--- src/rtl/uart_frame_controller.sv ---
// Frame sequencer between the UART receiver and the config register bank.
// Hunts SYNC_BYTE, collects addr/len/payload/checksum, then commits the payload.
module uart_frame_controller #(
    parameter logic [7:0] SYNC_BYTE      = 8'hA5,
    parameter int         MAX_LEN        = 16,
    parameter int         TIMEOUT_CYCLES = 41879040
) (
    input  logic       clk,
    input  logic       r_reset,
    input  logic [7:0] i_byte,
    input  logic       i_byte_valid,
    output logic       o_wr_en,
    output logic [7:0] o_wr_addr,
    output logic [7:0] o_wr_data,
    output logic       o_frame_done,
    output logic       o_frame_err,
    output logic [2:0] o_err_code,
    output logic [7:0] o_frame_count,
    output logic       o_busy
);

    localparam int TW = $clog2(TIMEOUT_CYCLES + 1);
    localparam int IW = (MAX_LEN > 1) ? $clog2(MAX_LEN) : 1;

    localparam logic [2:0] ERR_LEN     = 3'd1;
    localparam logic [2:0] ERR_CSUM    = 3'd2;
    localparam logic [2:0] ERR_TIMEOUT = 3'd3;
    localparam logic [2:0] ERR_OVERRUN = 3'd4;

    typedef enum logic [2:0] {IDLE, ADDR, LEN, PAYLOAD, CSUM, COMMIT} state_t;

    state_t        state_q, state_d;
    logic [7:0]    addr_q, addr_d;
    logic [7:0]    len_q, len_d;
    logic [7:0]    csum_q, csum_d;
    logic [7:0]    idx_q, idx_d;
    logic [TW-1:0] tmo_q, tmo_d;
    logic          ovr_q, ovr_d;
    logic          err_pulse_q, err_pulse_d;
    logic [2:0]    err_code_q, err_code_d;
    logic [7:0]    count_q, count_d;
    logic          buf_we;
    logic [7:0]    pbuf_q [MAX_LEN];

    logic in_commit, last_wr, recv;

    assign in_commit = (state_q == COMMIT);
    assign last_wr   = in_commit && (idx_q == 8'(len_q - 8'd1));
    assign recv      = (state_q == ADDR) || (state_q == LEN) ||
                       (state_q == PAYLOAD) || (state_q == CSUM);

    always_comb begin
        state_d     = state_q;
        addr_d      = addr_q;
        len_d       = len_q;
        csum_d      = csum_q;
        idx_d       = idx_q;
        tmo_d       = '0;
        ovr_d       = ovr_q;
        err_pulse_d = 1'b0;
        err_code_d  = err_code_q;
        count_d     = count_q;
        buf_we      = 1'b0;

        case (state_q)
            IDLE: begin
                idx_d = '0;
                ovr_d = 1'b0;
                if (i_byte_valid && (i_byte == SYNC_BYTE)) state_d = ADDR;
            end
            ADDR: begin
                if (i_byte_valid) begin
                    addr_d  = i_byte;
                    csum_d  = i_byte;
                    state_d = LEN;
                end
            end
            LEN: begin
                if (i_byte_valid) begin
                    if ((i_byte == 8'd0) || (i_byte > 8'(MAX_LEN))) begin
                        err_pulse_d = 1'b1;
                        err_code_d  = ERR_LEN;
                        state_d     = IDLE;
                    end else begin
                        len_d   = i_byte;
                        csum_d  = csum_q + i_byte;
                        idx_d   = '0;
                        state_d = PAYLOAD;
                    end
                end
            end
            PAYLOAD: begin
                if (i_byte_valid) begin
                    buf_we = 1'b1;
                    csum_d = csum_q + i_byte;
                    idx_d  = 8'(idx_q + 8'd1);
                    if (idx_q == 8'(len_q - 8'd1)) state_d = CSUM;
                end
            end
            CSUM: begin
                if (i_byte_valid) begin
                    if (i_byte == csum_q) begin
                        idx_d   = '0;
                        ovr_d   = 1'b0;
                        state_d = COMMIT;
                    end else begin
                        err_pulse_d = 1'b1;
                        err_code_d  = ERR_CSUM;
                        state_d     = IDLE;
                    end
                end
            end
            COMMIT: begin
                idx_d = 8'(idx_q + 8'd1);
                // A byte in the final write cycle can no longer alter that cycle's pulse; it is dropped silently.
                if (i_byte_valid && !last_wr) ovr_d = 1'b1;
                if (last_wr) begin
                    idx_d   = '0;
                    state_d = IDLE;
                    if (ovr_q) err_code_d = ERR_OVERRUN;
                    else       count_d    = count_q + 8'd1;
                end
            end
            default: state_d = IDLE;
        endcase

        // An arriving byte always beats expiry: expiry only checked on silent cycles.
        if (recv && !i_byte_valid) begin
            if (tmo_q == TW'(TIMEOUT_CYCLES - 1)) begin
                err_pulse_d = 1'b1;
                err_code_d  = ERR_TIMEOUT;
                state_d     = IDLE;
            end else begin
                tmo_d = tmo_q + TW'(1);
            end
        end
    end

    always_ff @(posedge clk) begin
        if (r_reset) begin
            state_q     <= IDLE;
            addr_q      <= '0;
            len_q       <= '0;
            csum_q      <= '0;
            idx_q       <= '0;
            tmo_q       <= '0;
            ovr_q       <= 1'b0;
            err_pulse_q <= 1'b0;
            err_code_q  <= '0;
            count_q     <= '0;
        end else begin
            state_q     <= state_d;
            addr_q      <= addr_d;
            len_q       <= len_d;
            csum_q      <= csum_d;
            idx_q       <= idx_d;
            tmo_q       <= tmo_d;
            ovr_q       <= ovr_d;
            err_pulse_q <= err_pulse_d;
            err_code_q  <= err_code_d;
            count_q     <= count_d;
        end
    end

    always_ff @(posedge clk) begin
        if (buf_we) pbuf_q[idx_q[IW-1:0]] <= i_byte;
    end

    assign o_wr_en       = in_commit;
    assign o_wr_addr     = in_commit ? 8'(addr_q + idx_q) : '0;
    assign o_wr_data     = in_commit ? pbuf_q[idx_q[IW-1:0]] : '0;
    assign o_frame_done  = last_wr && !ovr_q;
    assign o_frame_err   = err_pulse_q || (last_wr && ovr_q);
    assign o_err_code    = (last_wr && ovr_q) ? ERR_OVERRUN : err_code_q;
    assign o_frame_count = count_q;
    assign o_busy        = (state_q != IDLE);

endmodule

--- config.mk ---
export PLATFORM = sky130hd
export DESIGN_NAME = uart_frame_controller
export DESIGN_NICKNAME = d
export VERILOG_FILES = /design/src/rtl/uart_frame_controller.sv
export SDC_FILE = /design/constraint.sdc
export NUM_CORES = 1
export LEC_CHECK = 0
export CORE_MARGIN = 10
export CORE_UTILIZATION = 55
export DETAILED_ROUTE_END_ITERATION = 8
export PLACE_DENSITY = 0.74
export SYNTH_ARGS = -nofsm -noshare
export SYNTH_HDL_FRONTEND = slang
export SYNTH_SLANG_ARGS = --single-unit
--- constraint.sdc ---
create_clock -name clk -period 7.75 [get_ports clk]
set_clock_uncertainty 0.2 [all_clocks]
set_input_delay 1.9375 -clock clk [delete_from_list [all_inputs] [get_ports clk]]
set_output_delay 1.9375 -clock clk [all_outputs]
set_load 0.03 [all_outputs]
* Word-level counts from Yosys, hierarchy flattened *
Memories as Yosys holds them, arrays and structs flattened. A register that Yosys moved wholly into a read port is not among the register bits.
Index checks and enable logic that the tools add are counted.

storage, ports and cells
  bits in latches = 0
  RAM bits = 128
  output and inout port bits = 31
  register bits after elaboration = 74
  memories = 1
  bits in read-only memories = 0
  input port bits = 11

cells by class
  $lt $le $gt $ge = 1
  bitwise operators = 3
  shift operators = 0
  divide/modulo/power cells = 0
  multiplexer cells = 53
  reduce and logical (&&, ||, !) cells = 27
  add/subtract/negate cells = 6
  equal/unequal tests = 16
  multipliers = 0

memories
  memory  depth  width  rd ports  clocked after Yosys merged registers in  wr ports  RTL line  source
  pbuf_q  16     8      1         1                                        1         43        logic [7:0] pbuf_q [MAX_LEN];

operators by type and width
  cell                                                                              count
  8-bit 2-to-1 mux                                                                  12
  3-bit 2-to-1 mux                                                                  19
  8-bit case mux with 5 select lines                                                1
  26-bit by 1-bit adder with 26-bit output (second input constant)                  1
  26-bit equality test (second input constant)                                      1
  8-bit case mux with 3 select lines                                                1
  3-bit case mux with 6 select lines                                                1
  8-bit by 1-bit adder with 8-bit output (second input constant)                    2
  8-bit adder                                                                       2
  8-bit equality test                                                               2
  1-bit 2-to-1 mux                                                                  13
  2-bit inequality test (second input constant)                                     5
  3-bit case mux with 3 select lines                                                1
  3-bit nonzero test                                                                3
  8-bit equality test (second input constant)                                       1
  8-bit by 5-bit greater-than comparator with 1-bit output (second input constant)  1
  8-bit logical NOT                                                                 1
  4-bit 2-to-1 mux                                                                  2
  8-bit by 1-bit subtractor with 8-bit output (second input constant)               1
  3-bit by 2-bit equality test with 1-bit output (second input constant)            2
  3-bit equality test (second input constant)                                       2
  1-bit logical AND                                                                 6
  3-bit AND reduction                                                               2
  6-bit AND reduction                                                               1
  14 further kinds                                                                  23

* Logic depth before layout (Yosys ltp) *
  depth after elaboration = 7
  depth in mapped cells = 9
  depth with buffers taken out = 9

* Worst setup path before layout *
Ideal clock, no wire load.

  path type = register -> output
  from = reg len_q[0]
  to = out o_err_code[0]
  path buffers = 0
  arrival = 2.270 ns
  stages on the path, launching flop included = 9
  setup slack = 3.342 ns
  path through = dfxtp_1 > inv_1 > ha_1 > xor2_1 > o211ai_1 > a211oi_1 > o211ai_1 > nor2_1 > a21boi_0

between the ends
  word-level cells in the longest chain between the ends = 5

ends and longest elaborated chain
  item                                         RTL line  source
  start, declared                              34        logic [7:0] len_q, len_d;
  start signal, assigned                       154       len_q <= len_d;
  8-bit by 1-bit subtractor with 8-bit output  48        assign last_wr = in_commit && (idx_q == 8'(len_q - 8'd1));
  8-bit equality test                          48
  1-bit logical AND                            48
  1-bit logical AND                            174       assign o_err_code = (last_wr && ovr_q) ? ERR_OVERRUN : err_code_q;
  3-bit 2-to-1 mux                             174
  end, declared                                17        output logic [2:0] o_err_code,

No other way between the ends.

* Final worst setup path *
  from = reg idx_q[2]
  to = out o_wr_addr[7]

between the ends
  word-level cells in the longest chain between the ends = 2

ends and longest elaborated chain
  item                    RTL line  source
  start, declared         36        logic [7:0] idx_q, idx_d;
  start signal, assigned  156       idx_q <= idx_d;
  8-bit adder             170       assign o_wr_addr = in_commit ? 8'(addr_q + idx_q) : '0;
  8-bit 2-to-1 mux        170
  end, declared           13        output logic [7:0] o_wr_addr,

No other way between the ends.

==> flow_metrics.env <==
export IMPL_run_status="completed"
export IMPL_fmaxAchievable_mhz=175
export IMPL_grt_pass1_wl_um=33900
export IMPL_regToRegStartpoint="state_q[2]$_SDFF_PP0_"
export IMPL_post_route_min_period_ns=5.71
export IMPL_dpl_cell_count=988
export IMPL_postSynthNetCount=788
export IMPL_power_density_nw_per_um2=204
export IMPL_fp_dieH_um=151
export IMPL_use_met3=0.0333
export IMPL_synth_top_area_cell="sky130_fd_sc_hd__edfxtp_1"
export IMPL_estimated_wirelength_of_the_detail_placed_design_um=13500
export IMPL_reg2regPathDepth=5
export IMPL_synth_most_common_cell="sky130_fd_sc_hd__edfxtp_1"
export IMPL_worstSetupPathType="flip-flop to output port"
export IMPL_critPathRequiredTime_ns=5.61
export IMPL_cts_sinks=206
export IMPL_final_core_utilization=0.643
export IMPL_net_total_in_the_final_layout=829
export IMPL_synth_top_cells_by_area="sky130_fd_sc_hd__edfxtp_1, sky130_fd_sc_hd__dfxtp_1, sky130_fd_sc_hd__mux4_2"
export IMPL_placed_area_sq_um=10000
export IMPL_yosys_synthesis_warning_count=0
export IMPL_grt_max_degree=43
export IMPL_placementRows=47
export IMPL_synthFlopType="sky130_fd_sc_hd__edfxtp_1"
export IMPL_grtUsageMet2=0.323
export IMPL_overflow=0
export IMPL_ctsHtreeMaxLevel=1
export IMPL_antennaDiodeCount=0
export IMPL_critical_path_endpoint="o_wr_addr[7]"
export IMPL_chipWidth_um=151
export IMPL_worst_ep_arrival_time_ns=3.57
export IMPL_pin_count=42
export IMPL_final_layout_size_suffix_gt1_frac=0.114
export IMPL_netlist_instances=751
export IMPL_cts_clk_slew_worst_paths_ns=0.06
export IMPL_maxSlewViolCount=0
export IMPL_synth_distinct_cells=58
export IMPL_drc=0
export IMPL_number_of_global_route_vias_before_repair=6330
export IMPL_detail_route_antenna_nets=0
export IMPL_critical_path_peak_fanout=14
export IMPL_whs_path_depth=1
export IMPL_drv_cap=0
export IMPL_setup_repair_after_global_routing_missed_its_margin="false"
export IMPL_ctsHoldBuffers=0
export IMPL_edff_count_synth=128
export IMPL_min_path_type="flip-flop to flip-flop"
export IMPL_netlist_top_cells_count="sky130_fd_sc_hd__edfxtp_1, sky130_fd_sc_hd__nor2_1, sky130_fd_sc_hd__dfxtp_1, sky130_fd_sc_hd__nand2_1, sky130_fd_sc_hd__mux4_2"
export IMPL_finalNonFillerCells=1027
export IMPL_combined_area_of_the_multi_input_logic_cells_sq_um=3780
export IMPL_maxSlewHeadroom=0.237
export IMPL_detail_route_wirelength_um=21100
export IMPL_cts_buffers_inserted=22
export IMPL_min_period_over_period=0.736
export IMPL_initial_antenna_violation_count=0
export IMPL_leakagePower_uw=0.00346
export IMPL_synth_top_area_share=0.409
export IMPL_dr_vias=6197
export IMPL_area_delta_synth_final_pct=14.0
export IMPL_post_route_cell_area_sq_um=10700
export IMPL_timing_final_setup_violations=0
export IMPL_violation_count_after_the_first_detailed_route_iteration=432
export IMPL_timing_rr_end="o_frame_count[7]$_SDFFE_PP0P_"
export IMPL_num_fill_cells=1238
export IMPL_cts_setup_buffers=0
export IMPL_register_to_register_path_setup_slack_ns=4.44
export IMPL_postSynthRegisterBits=206
export IMPL_avg_vias_per_cell=6.03
export IMPL_final_seq_area_sq_um=5410
export IMPL_crit_start="idx_q[2]$_SDFFE_PP0P_"
export IMPL_finalHoldViolCount=0
export IMPL_grt_total_usage=0.190
export IMPL_area_of_the_placeable_core_sq_um=16600
export IMPL_longest_clk_path_bufs=3
export IMPL_clkLatencyLatePin_ns=0.51
export IMPL_die_area_sq_um=22700
export IMPL_setup_total_negative_slack_ns=0
export IMPL_numPortBuffers=41
export IMPL_gp_congestion=0.871
export IMPL_grtUsageMet1=0.240
export IMPL_peakVddDrop_mv=0.146
export IMPL_cell_area_after_technology_mapping_sq_um=9390
export IMPL_timing_critical_path_to_type="output port"
export IMPL_cts_root_buf="sky130_fd_sc_hd__clkbuf_16"
export IMPL_ctsResizeCount=0
export IMPL_synth_sequential_area_ratio=0.576
export IMPL_max_slew_worst_pin_slew_ns=1.14
export IMPL_floorplan_initialDensity=0.564
export IMPL_per_instance_average_area_after_synthesis_sq_um=12.5
export IMPL_dr_pass1_iters=6
export IMPL_global_route_peak_usage_layer="met2"
export IMPL_async_flop_share=0
export IMPL_wl_per_cell_um=20.6
export IMPL_critPathLaunchType="flip-flop"
export IMPL_tritoncts="done"
[cell families (layout without fill, tap and decap cells)]
| kind of cell | after synthesis | count (layout) | share of synthesized area |
|---|---|---|---|
| simple gates | 254 | 254 | 0.132 |
| flops | 206 | 206 | 0.576 |
| compound gates | 101 | 101 | 0.0718 |
| buf+inv | 57 | 113 | 0.0239 |
| mux | 56 | 56 | 0.113 |
| xor+xnor | 51 | 51 | 0.0476 |
| fa+ha+maj | 26 | 26 | 0.0363 |
[state kept, by name, summed over array words and instances (netlist names), named ones only]
register,cells
len_q,8
pbuf_q,128
err_code_q,3
csum_q,8
err_pulse_q,1
idx_q,8
addr_q,8
tmo_q,26
ovr_q,1
o_frame_count,8
state_q,3
[power breakdown]
group | internal, uW | switching [uW] | total [uW]
Sequential | 1160 | 0.171 | 1160
Combinational | 12.3 | 28.4 | 40.8
Clock | 566 | 412 | 978
Total | 1740 | 440 | 2180
[per-layer routing]
metal  up-vias  routed length [um]
li1       2873                   -
met1      3056                8760
met2       224               10500
met3        44                1210
met4         0                 672
met5         -                   0
[critical path: stages (launching register included)]
cell,delay (ns)
sky130_fd_sc_hd__dfxtp_1,0.72
sky130_fd_sc_hd__ha_1,0.38
sky130_fd_sc_hd__a21oi_1,0.23
sky130_fd_sc_hd__o21bai_1,0.12
sky130_fd_sc_hd__a2111oi_0,0.55
sky130_fd_sc_hd__o21ai_0,0.20
sky130_fd_sc_hd__a21oi_1,0.17
sky130_fd_sc_hd__clkdlybuf4s50_1,0.71
[cells in the final DEF (no fill, tap or decap), drive strengths merged, types with 6 or more instances in the layout]
master         synthesis  layout
a211oi                 8       8
a21oi                 38      38
and2                  12      12
and3                  10      10
buf                    9       8
clkbuf                23      33
clkdlybuf4s50          0      41
clkinv                 1       6
dfxtp                 78      78
edfxtp               128     128
ha                    24      24
inv                   24      25
mux2i                 15      15
mux4                  40      40
nand2                 49      49
nand3                 17      17
nand4                  7       7
nor2                  90      90
nor3                  24      24
nor4                   8       8
o211ai                 7       7
o21ai                 10      10
or3                   12      12
or4                    7       7
xnor2                 25      25
xor2                  26      26
[worst min path at each step]
| stage | from | slack, ns | end |
|---|---|---|---|
| global route | tmo_q[0]$_SDFF_PP0_ | 0.29 | tmo_q[0]$_SDFF_PP0_ |
| detailed placement | tmo_q[0]$_SDFF_PP0_ | 0.24 | tmo_q[0]$_SDFF_PP0_ |
| finish | tmo_q[0]$_SDFF_PP0_ | 0.25 | tmo_q[0]$_SDFF_PP0_ |
| floorplan | tmo_q[0]$_SDFF_PP0_ | 0.22 | tmo_q[0]$_SDFF_PP0_ |
| global placement | tmo_q[0]$_SDFF_PP0_ | 0.23 | tmo_q[0]$_SDFF_PP0_ |
| CTS | tmo_q[0]$_SDFF_PP0_ | 0.25 | tmo_q[0]$_SDFF_PP0_ |
[metrics by stage]
step | hold slack, ns | worst slack, ns | power, uW
after floorplan | 0.218 | 3.34 | 1200
after global placement | 0.230 | 2.49 | 1220
after detailed placement | 0.240 | 2.36 | 1230
after CTS | 0.253 | 2.07 | 2200
after global routing | 0.288 | 1.77 | 2250
final | 0.250 | 2.04 | 2180
[layout make-up]
class	count	share of cell area
clock buffer	33	0.0592
clock inverter	6	0.00398
inverter	25	0.00877
multi-input combinational	488	0.353
sequential	206	0.505
tap	220	0.0257
timing repair buffer	49	0.0440
(Power assumes the default switching activity.)
